$ cat src/rtl/instr_decode_if.sv
// instr_decode_if: fetch-side, execute-side and writeback signals of the decode stage.
interface instr_decode_if #(parameter int XLEN = 32);
    logic            en, in_valid, in_ready, rf_readEn, out_valid, out_ready;
    logic            rd_wen, illegal, wb_valid;
    logic [XLEN-1:0] instr, pc_in, imm, pc_out;
    logic [4:0]      rs1, rs2, rd, wb_rd;
    logic [6:0]      opcode, funct7;
    logic [2:0]      funct3;
    modport master (
        output en, in_valid, instr, pc_in, out_ready, wb_valid, wb_rd,
        input  in_ready, rs1, rs2, rf_readEn, out_valid, opcode, funct3, funct7,
               imm, rd, rd_wen, pc_out, illegal
    );
    modport slave (
        input  en, in_valid, instr, pc_in, out_ready, wb_valid, wb_rd,
        output in_ready, rs1, rs2, rf_readEn, out_valid, opcode, funct3, funct7,
               imm, rd, rd_wen, pc_out, illegal
    );
endinterface

$ cat src/rtl/instr_decode.sv
// instr_decode: RV32I decode stage; DECODE_SCOREBOARD_EN adds a busy-register scoreboard.
module instr_decode (
    input logic           clk,
    input logic           reset,
    instr_decode_if.slave bus
);
    localparam int XLEN = $bits(bus.instr);
    typedef enum logic [1:0] {EMPTY, FULL, HALT} state_t;
    state_t state;
    logic [XLEN-1:0] ins, imm_d;
    logic lui, auipc, jal, jalr, branch, load, store, opimm, op_r;
    logic legal, use1, use2, wen, hazard, accept;
    assign ins = bus.instr;
    always_comb begin
        lui    = ins[6:0] == 7'b0110111;
        auipc  = ins[6:0] == 7'b0010111;
        jal    = ins[6:0] == 7'b1101111;
        jalr   = ins[6:0] == 7'b1100111;
        branch = ins[6:0] == 7'b1100011;
        load   = ins[6:0] == 7'b0000011;
        store  = ins[6:0] == 7'b0100011;
        opimm  = ins[6:0] == 7'b0010011;
        op_r   = ins[6:0] == 7'b0110011;
        legal  = lui | auipc | jal | jalr | branch | load | store | opimm | op_r;
        use1   = jalr | branch | load | store | opimm | op_r;
        use2   = branch | store | op_r;
        wen    = (lui | auipc | jal | jalr | load | opimm | op_r) && ins[11:7] != 5'd0;
        // Unsupported opcodes fall through every format and yield a zero immediate.
        imm_d  = (load | opimm | jalr) ? {{(XLEN-11){ins[31]}}, ins[30:20]} :
                 store  ? {{(XLEN-11){ins[31]}}, ins[30:25], ins[11:7]} :
                 branch ? {{(XLEN-12){ins[31]}}, ins[7], ins[30:25], ins[11:8], 1'b0} :
                 (lui | auipc) ? {{(XLEN-31){ins[31]}}, ins[30:12], 12'b0} :
                 jal    ? {{(XLEN-20){ins[31]}}, ins[19:12], ins[20], ins[30:21], 1'b0} :
                 '0;
    end
`ifdef DECODE_SCOREBOARD_EN
    logic [31:1] busy;
    logic [31:0] bz;
    assign bz     = {busy, 1'b0};
    assign hazard = (use1 && bz[ins[19:15]]) || (use2 && bz[ins[24:20]]) || (wen && bz[ins[11:7]]);
`else
    assign hazard = 1'b0;
`endif
    assign bus.in_ready  = reset && bus.en && state != HALT && (!bus.out_valid || bus.out_ready) &&
                           !bus.wb_valid && !hazard;
    assign accept        = bus.in_ready && bus.in_valid;
    assign bus.rf_readEn = accept;
    assign bus.rs1       = ins[19:15];
    assign bus.rs2       = ins[24:20];
    always_ff @(posedge clk) begin
        if (!reset) begin
            state         <= EMPTY;
            bus.out_valid <= 1'b0;
            bus.opcode    <= '0;
            bus.funct3    <= '0;
            bus.funct7    <= '0;
            bus.imm       <= '0;
            bus.rd        <= '0;
            bus.rd_wen    <= 1'b0;
            bus.pc_out    <= '0;
            bus.illegal   <= 1'b0;
`ifdef DECODE_SCOREBOARD_EN
            busy          <= '0;
`endif
        end else begin
            if (accept) begin
                state         <= legal ? FULL : HALT;
                bus.out_valid <= 1'b1;
                bus.opcode    <= ins[6:0];
                bus.funct3    <= ins[14:12];
                bus.funct7    <= ins[31:25];
                bus.imm       <= imm_d;
                bus.rd        <= ins[11:7];
                bus.rd_wen    <= wen;
                bus.pc_out    <= bus.pc_in;
                bus.illegal   <= !legal;
            end else if (bus.en && bus.out_valid && bus.out_ready) begin
                bus.out_valid <= 1'b0;
                if (state == FULL) state <= EMPTY;
            end
`ifdef DECODE_SCOREBOARD_EN
            // Writeback clears are honoured even while the stage is disabled; a same-cycle set wins.
            for (int k = 1; k < 32; k++)
                if (accept && wen && ins[11:7] == 5'(k)) busy[k] <= 1'b1;
                else if (bus.wb_valid && bus.wb_rd == 5'(k)) busy[k] <= 1'b0;
`endif
        end
    end
endmodule

$ cat src/flat_wrapper.sv
// flat-port wrapper written by rule: the top's interface ports become plain ports
module instr_decode_flat 
  (clk, reset, bus_en, bus_in_valid, bus_instr, bus_pc_in, bus_out_ready, bus_wb_valid, bus_wb_rd, bus_in_ready, bus_rs1, bus_rs2, bus_rf_readEn, bus_out_valid, bus_opcode, bus_funct3, bus_funct7, bus_imm, bus_rd, bus_rd_wen, bus_pc_out, bus_illegal);
  instr_decode_if bus_i ();
  input logic clk;
  input logic reset;
  input wire logic [$bits(bus_i.en)-1:0] bus_en;
  input wire logic [$bits(bus_i.in_valid)-1:0] bus_in_valid;
  input wire logic [$bits(bus_i.instr)-1:0] bus_instr;
  input wire logic [$bits(bus_i.pc_in)-1:0] bus_pc_in;
  input wire logic [$bits(bus_i.out_ready)-1:0] bus_out_ready;
  input wire logic [$bits(bus_i.wb_valid)-1:0] bus_wb_valid;
  input wire logic [$bits(bus_i.wb_rd)-1:0] bus_wb_rd;
  output wire logic [$bits(bus_i.in_ready)-1:0] bus_in_ready;
  output wire logic [$bits(bus_i.rs1)-1:0] bus_rs1;
  output wire logic [$bits(bus_i.rs2)-1:0] bus_rs2;
  output wire logic [$bits(bus_i.rf_readEn)-1:0] bus_rf_readEn;
  output wire logic [$bits(bus_i.out_valid)-1:0] bus_out_valid;
  output wire logic [$bits(bus_i.opcode)-1:0] bus_opcode;
  output wire logic [$bits(bus_i.funct3)-1:0] bus_funct3;
  output wire logic [$bits(bus_i.funct7)-1:0] bus_funct7;
  output wire logic [$bits(bus_i.imm)-1:0] bus_imm;
  output wire logic [$bits(bus_i.rd)-1:0] bus_rd;
  output wire logic [$bits(bus_i.rd_wen)-1:0] bus_rd_wen;
  output wire logic [$bits(bus_i.pc_out)-1:0] bus_pc_out;
  output wire logic [$bits(bus_i.illegal)-1:0] bus_illegal;
  assign bus_i.en = bus_en;
  assign bus_i.in_valid = bus_in_valid;
  assign bus_i.instr = bus_instr;
  assign bus_i.pc_in = bus_pc_in;
  assign bus_i.out_ready = bus_out_ready;
  assign bus_i.wb_valid = bus_wb_valid;
  assign bus_i.wb_rd = bus_wb_rd;
  assign bus_in_ready = bus_i.in_ready;
  assign bus_rs1 = bus_i.rs1;
  assign bus_rs2 = bus_i.rs2;
  assign bus_rf_readEn = bus_i.rf_readEn;
  assign bus_out_valid = bus_i.out_valid;
  assign bus_opcode = bus_i.opcode;
  assign bus_funct3 = bus_i.funct3;
  assign bus_funct7 = bus_i.funct7;
  assign bus_imm = bus_i.imm;
  assign bus_rd = bus_i.rd;
  assign bus_rd_wen = bus_i.rd_wen;
  assign bus_pc_out = bus_i.pc_out;
  assign bus_illegal = bus_i.illegal;
  instr_decode u_core (.clk(clk), .reset(reset), .bus(bus_i));
endmodule
$ cat config.mk
export PLATFORM = sky130hd
export DESIGN_NAME = instr_decode_flat
export DESIGN_NICKNAME = d
export VERILOG_FILES = /design/src/rtl/instr_decode_if.sv /design/src/rtl/instr_decode.sv /design/src/flat_wrapper.sv
export SDC_FILE = /design/constraint.sdc
export NUM_CORES = 1
export LEC_CHECK = 0
export BUFFER_PORTS_ARGS = -buffer_cell sky130_fd_sc_hd__buf_2
export CORE_MARGIN = 3
export CORE_UTILIZATION = 47
export CTS_CLUSTER_DIAMETER = 60
export DETAILED_ROUTE_END_ITERATION = 10
export PLACE_DENSITY = 0.8
export RECOVER_POWER = 100
export SLEW_MARGIN = 10
export SYNTH_ARGS = -nofsm -noshare
export SYNTH_HDL_FRONTEND = slang
export SYNTH_SLANG_ARGS = --single-unit
$ cat constraint.sdc
create_clock -name clk -period 1.8 [get_ports clk]
set_input_delay 0.09 -clock clk [delete_from_list [all_inputs] [get_ports clk]]
set_output_delay 0.09 -clock clk [all_outputs]
set_load 0.01 [all_outputs]
==> flow_metrics.py <==
metrics = {
    "clock_tree": {
        "cts_tree": "yes",
        "cts.path.max_buffers": 2,
        "cts_buffers": 9,
        "htreeDepth": 3,
        "clk_latency_ns": 0.35,
        "cts_root_buf": "clkbuf_8",
        "cts.sinks": 91,
        "cts.clk_slew.worst_paths_ns": 0.09,
    },
    "route": {
        "routedWlPerCell_um": 15.3,
        "vias": 3876,
        "drc_errors": 0,
        "wl_um": 11400,
        "drt-vias-per-instance": 5.17,
        "dr.first_iter.drc_count": 160,
        "dr.pass1.iters": 4,
        "ant_nets": 0,
    },
    "setup_path": {
        "slowest_delay_ns": 0.33,
        "critical_path_required_ns": 2.04,
        "crit_type": "reg -> reg",
        "worstReg2RegStart": "u_core.state[1]",
        "critPathLaunchType": "flop",
        "arrival_ns": 1.90,
        "critical_path.cell_chain": "nor2b_1, nor3_4, nand2_2, inv_4, buf_12, nand2_1, a21boi_0",
        "cp_max_fo": 27,
        "slowest_stage": "dfxtp_1",
        "cp-end-kind": "flop",
        "crit_start": "u_core.state[1]",
    },
    "logic_synthesis": {
        "ys_async_sr_fraction": 0,
        "synth_cell_types": 48,
        "syn_inst": 448,
        "syn_nets": 523,
        "synth_adder_area_share": 0,
        "synth-compound-area-share": 0.228,
        "syn_area_um2": 3810,
        "synth_top_family_by_area": "compound AO/OA/AOI/OAI gates",
        "syn_avg_cell_area_um2": 8.50,
        "synthFlopType": "dfxtp_1",
        "synth.yosys.seq_area_share": 0.478,
        "ys_seq_elements": 91,
        "synthXorXnorAreaFrac": 0,
        "synth.area.mux_share": 0.0105,
        "yosys_warnings": 0,
        "synth_edf_count": 0,
        "yosys.area_share.simple": 0.214,
    },
    "timing": {
        "final.period_utilization": 0.922,
        "maxSlewViolCount": 0,
        "tns_ns": 0,
        "worst_slew_pin_slew_ns": 0.764,
        "finalHoldViolCount": 0,
        "skew_ns": 0.0104,
        "rsz0062_at_grt": "false",
        "setup_viol": 0,
        "fmax_mhz": 602,
        "relSlewSlack": 0.490,
        "fin_crit_ns": 1.66,
    },
    "floorplan": {
        "rows": 32,
        "fp.dieH_um": 96.0,
        "dieWidth_um": 96.0,
        "die_area_um2": 9220,
        "initial_core_util": 0.488,
        "pin_count": 176,
        "core_um2": 7810,
    },
    "place": {
        "place_area_um2": 4630,
        "globalplace.congestion": 0.799,
        "dp_hpwl_um": 7390,
        "port_buffers": 170,
    },
    "power_and_ir_drop": {
        "p_sw_frac": 0.252,
        "p_seq_frac": 0.545,
        "leakage_nw": 1.94,
        "comb_power_share": 0.122,
        "switchingPower_mw": 0.960,
        "p_per_area_nw_per_um2": 736,
        "internal-power_mw": 2.85,
        "pwr-share-clk": 0.333,
        "vdd_drop_max_mv": 0.446,
    },
    "global_routing": {
        "grt_max_degree": 92,
        "grt_first_pass_wirelength_um": 17700,
        "gr-total-overflow": 0,
        "grt_pass1_vias": 3748,
        "grt_use_total": 0.248,
        "antenna_found_initial": 0,
    },
    "finish": {
        "diodes": 0,
        "syn2layout_area_growth_pct": 35.9,
        "final_layout_size_suffix_gt1_frac": 0.168,
        "final_nets": 718,
        "fin_area_um2": 5180,
    },
    "min_path": {
        "hold_start": "bus_instr[29]",
        "hp-class": "in -> reg",
    },
    "status": {
        "status": "complete, no violations",
    },
    "run": {
        "cap_viol_max_count": 0,
    },
}
## path summary, 6_finish.rpt
path                     endpoint  slack [ns]  depth (start not counted)
max          u_core.bus.pc_out[8]        0.14                          7
min reg2reg      u_core.bus.rd[4]        0.46                          2
max reg2reg  u_core.bus.pc_out[8]        0.14                          7
min          u_core.bus.funct7[4]        0.02                          3
## power groups by stage
stage,registers [mW],logic [mW],clock network [mW]
floorplan,2.14,0.198,0
global placement,2.12,0.385,0
detailed placement,2.12,0.393,0
CTS,2.08,0.470,1.29
global route,2.08,0.510,1.38
finish,2.08,0.467,1.27
## synth_stat cells (6+ instances only)
library cell | number | share of area
buf_4 | 13 | 0.026
nand2_1 | 141 | 0.14
a21oi_1 | 20 | 0.026
clkbuf_1 | 13 | 0.013
dfxtp_1 | 91 | 0.48
buf_2 | 12 | 0.016
o21ai_0 | 24 | 0.032
a21boi_0 | 38 | 0.075
a21boi_1 | 21 | 0.041
nand3_1 | 7 | 0.0092
a32o_1 | 6 | 0.016
nor2_1 | 8 | 0.0079
## repair_timing
action,CTS,global route
buffers inserted,0,0
gates resized for setup,0,3
hold buffers,46,2
endpoints found under the setup margin,0,25
endpoints found under the hold margin,48,2
## stage by stage
stage / power (mW) / worst slack, ns / instances / utilization / hold WS, ns
4_1_cts: 3.84 / 0.0428 / 748 / 0.676 / 0.0000390
6_report: 3.81 / 0.140 / 750 / 0.663 / 0.0206
2_1_floorplan: 2.34 / 0.280 / 448 / - / 0.216
3_5_place_dp: 2.52 / 0.121 / 686 / 0.594 / 0.338
3_3_place_gp: 2.51 / 0.188 / 686 / 0.594 / 0.331
5_1_grt: 3.98 / 0.00684 / 750 / 0.663 / 0.00213
## cell usage in the layout, fill, tap and decap left out, types with 2 or more instances in the layout
cell type	synthesis	final
a21boi_0	38	49
a21boi_1	21	10
a21oi_1	20	20
a21oi_4	1	2
a31o_2	2	2
a32o_1	6	6
and3_1	2	2
buf_12	0	3
buf_2	12	69
buf_4	13	3
clkbuf_1	13	102
clkbuf_4	0	2
clkbuf_8	0	11
clkinv_2	0	2
clkinvlp_4	0	2
dfxtp_1	91	91
dlygate4sd3_1	0	48
inv_1	2	2
mux2i_1	4	4
nand2_1	141	141
nand2b_1	3	3
nand3_1	7	7
nand3_2	2	2
nand3b_1	2	2
nand4b_1	2	2
nor2_1	8	8
nor2_4	2	2
nor3_1	3	3
o21ai_0	24	25
o22ai_1	2	2
## cell type report
| type | count | area (um2) |
|---|---|---|
| fill | 694 | 2630 |
| sequential | 91 | 1820 |
| multi-input combinational | 312 | 1730 |
| timing repair buffer | 226 | 1300 |
| clock buffer | 12 | 155 |
| tap | 102 | 128 |
| clock inverter | 4 | 25.0 |
| inverter | 3 | 13.8 |
## cell families (layout without fill, tap and decap cells)
| kind of cell | after synthesis | in the layout |
|---|---|---|
| AND/OR/NAND/NOR | 183 | 183 |
| multiplexers | 4 | 4 |
| AO/OA/AOI/OAI | 125 | 125 |
| flip-flops | 91 | 91 |
| buffers and inverters | 45 | 245 |
## critical path: cells and delay by family (launching register included)
kind                   cells  cell delay, ns
DFF                        1            0.33
and+or+nand+nor            4            0.57
buffers and inverters      2            0.41
AOI/OAI and AO/OA          1            0.24
## flip-flops by register name (all words and copies together) (netlist names), 2 cells and up
register / flops
u_core.bus.funct3: 3
u_core.bus.pc_out: 32
u_core.bus.imm: 32
u_core.state: 2
u_core.bus.funct7: 7
u_core.bus.opcode: 7
u_core.bus.rd: 5
## per-layer routing
metal | share of wire | wire (um) | vias to the layer above | GRT usage
met4 | 0.018 | 201 | 0 | 0.0889
met1 | 0.39 | 4500 | 1807 | 0.284
met5 | 0 | 0 | - | 0
met2 | 0.50 | 5690 | 168 | 0.427
li1 | - | - | 1885 | -
met3 | 0.092 | 1060 | 16 | 0.0837
No activity file was read; power rests on OpenSTA's default activity.
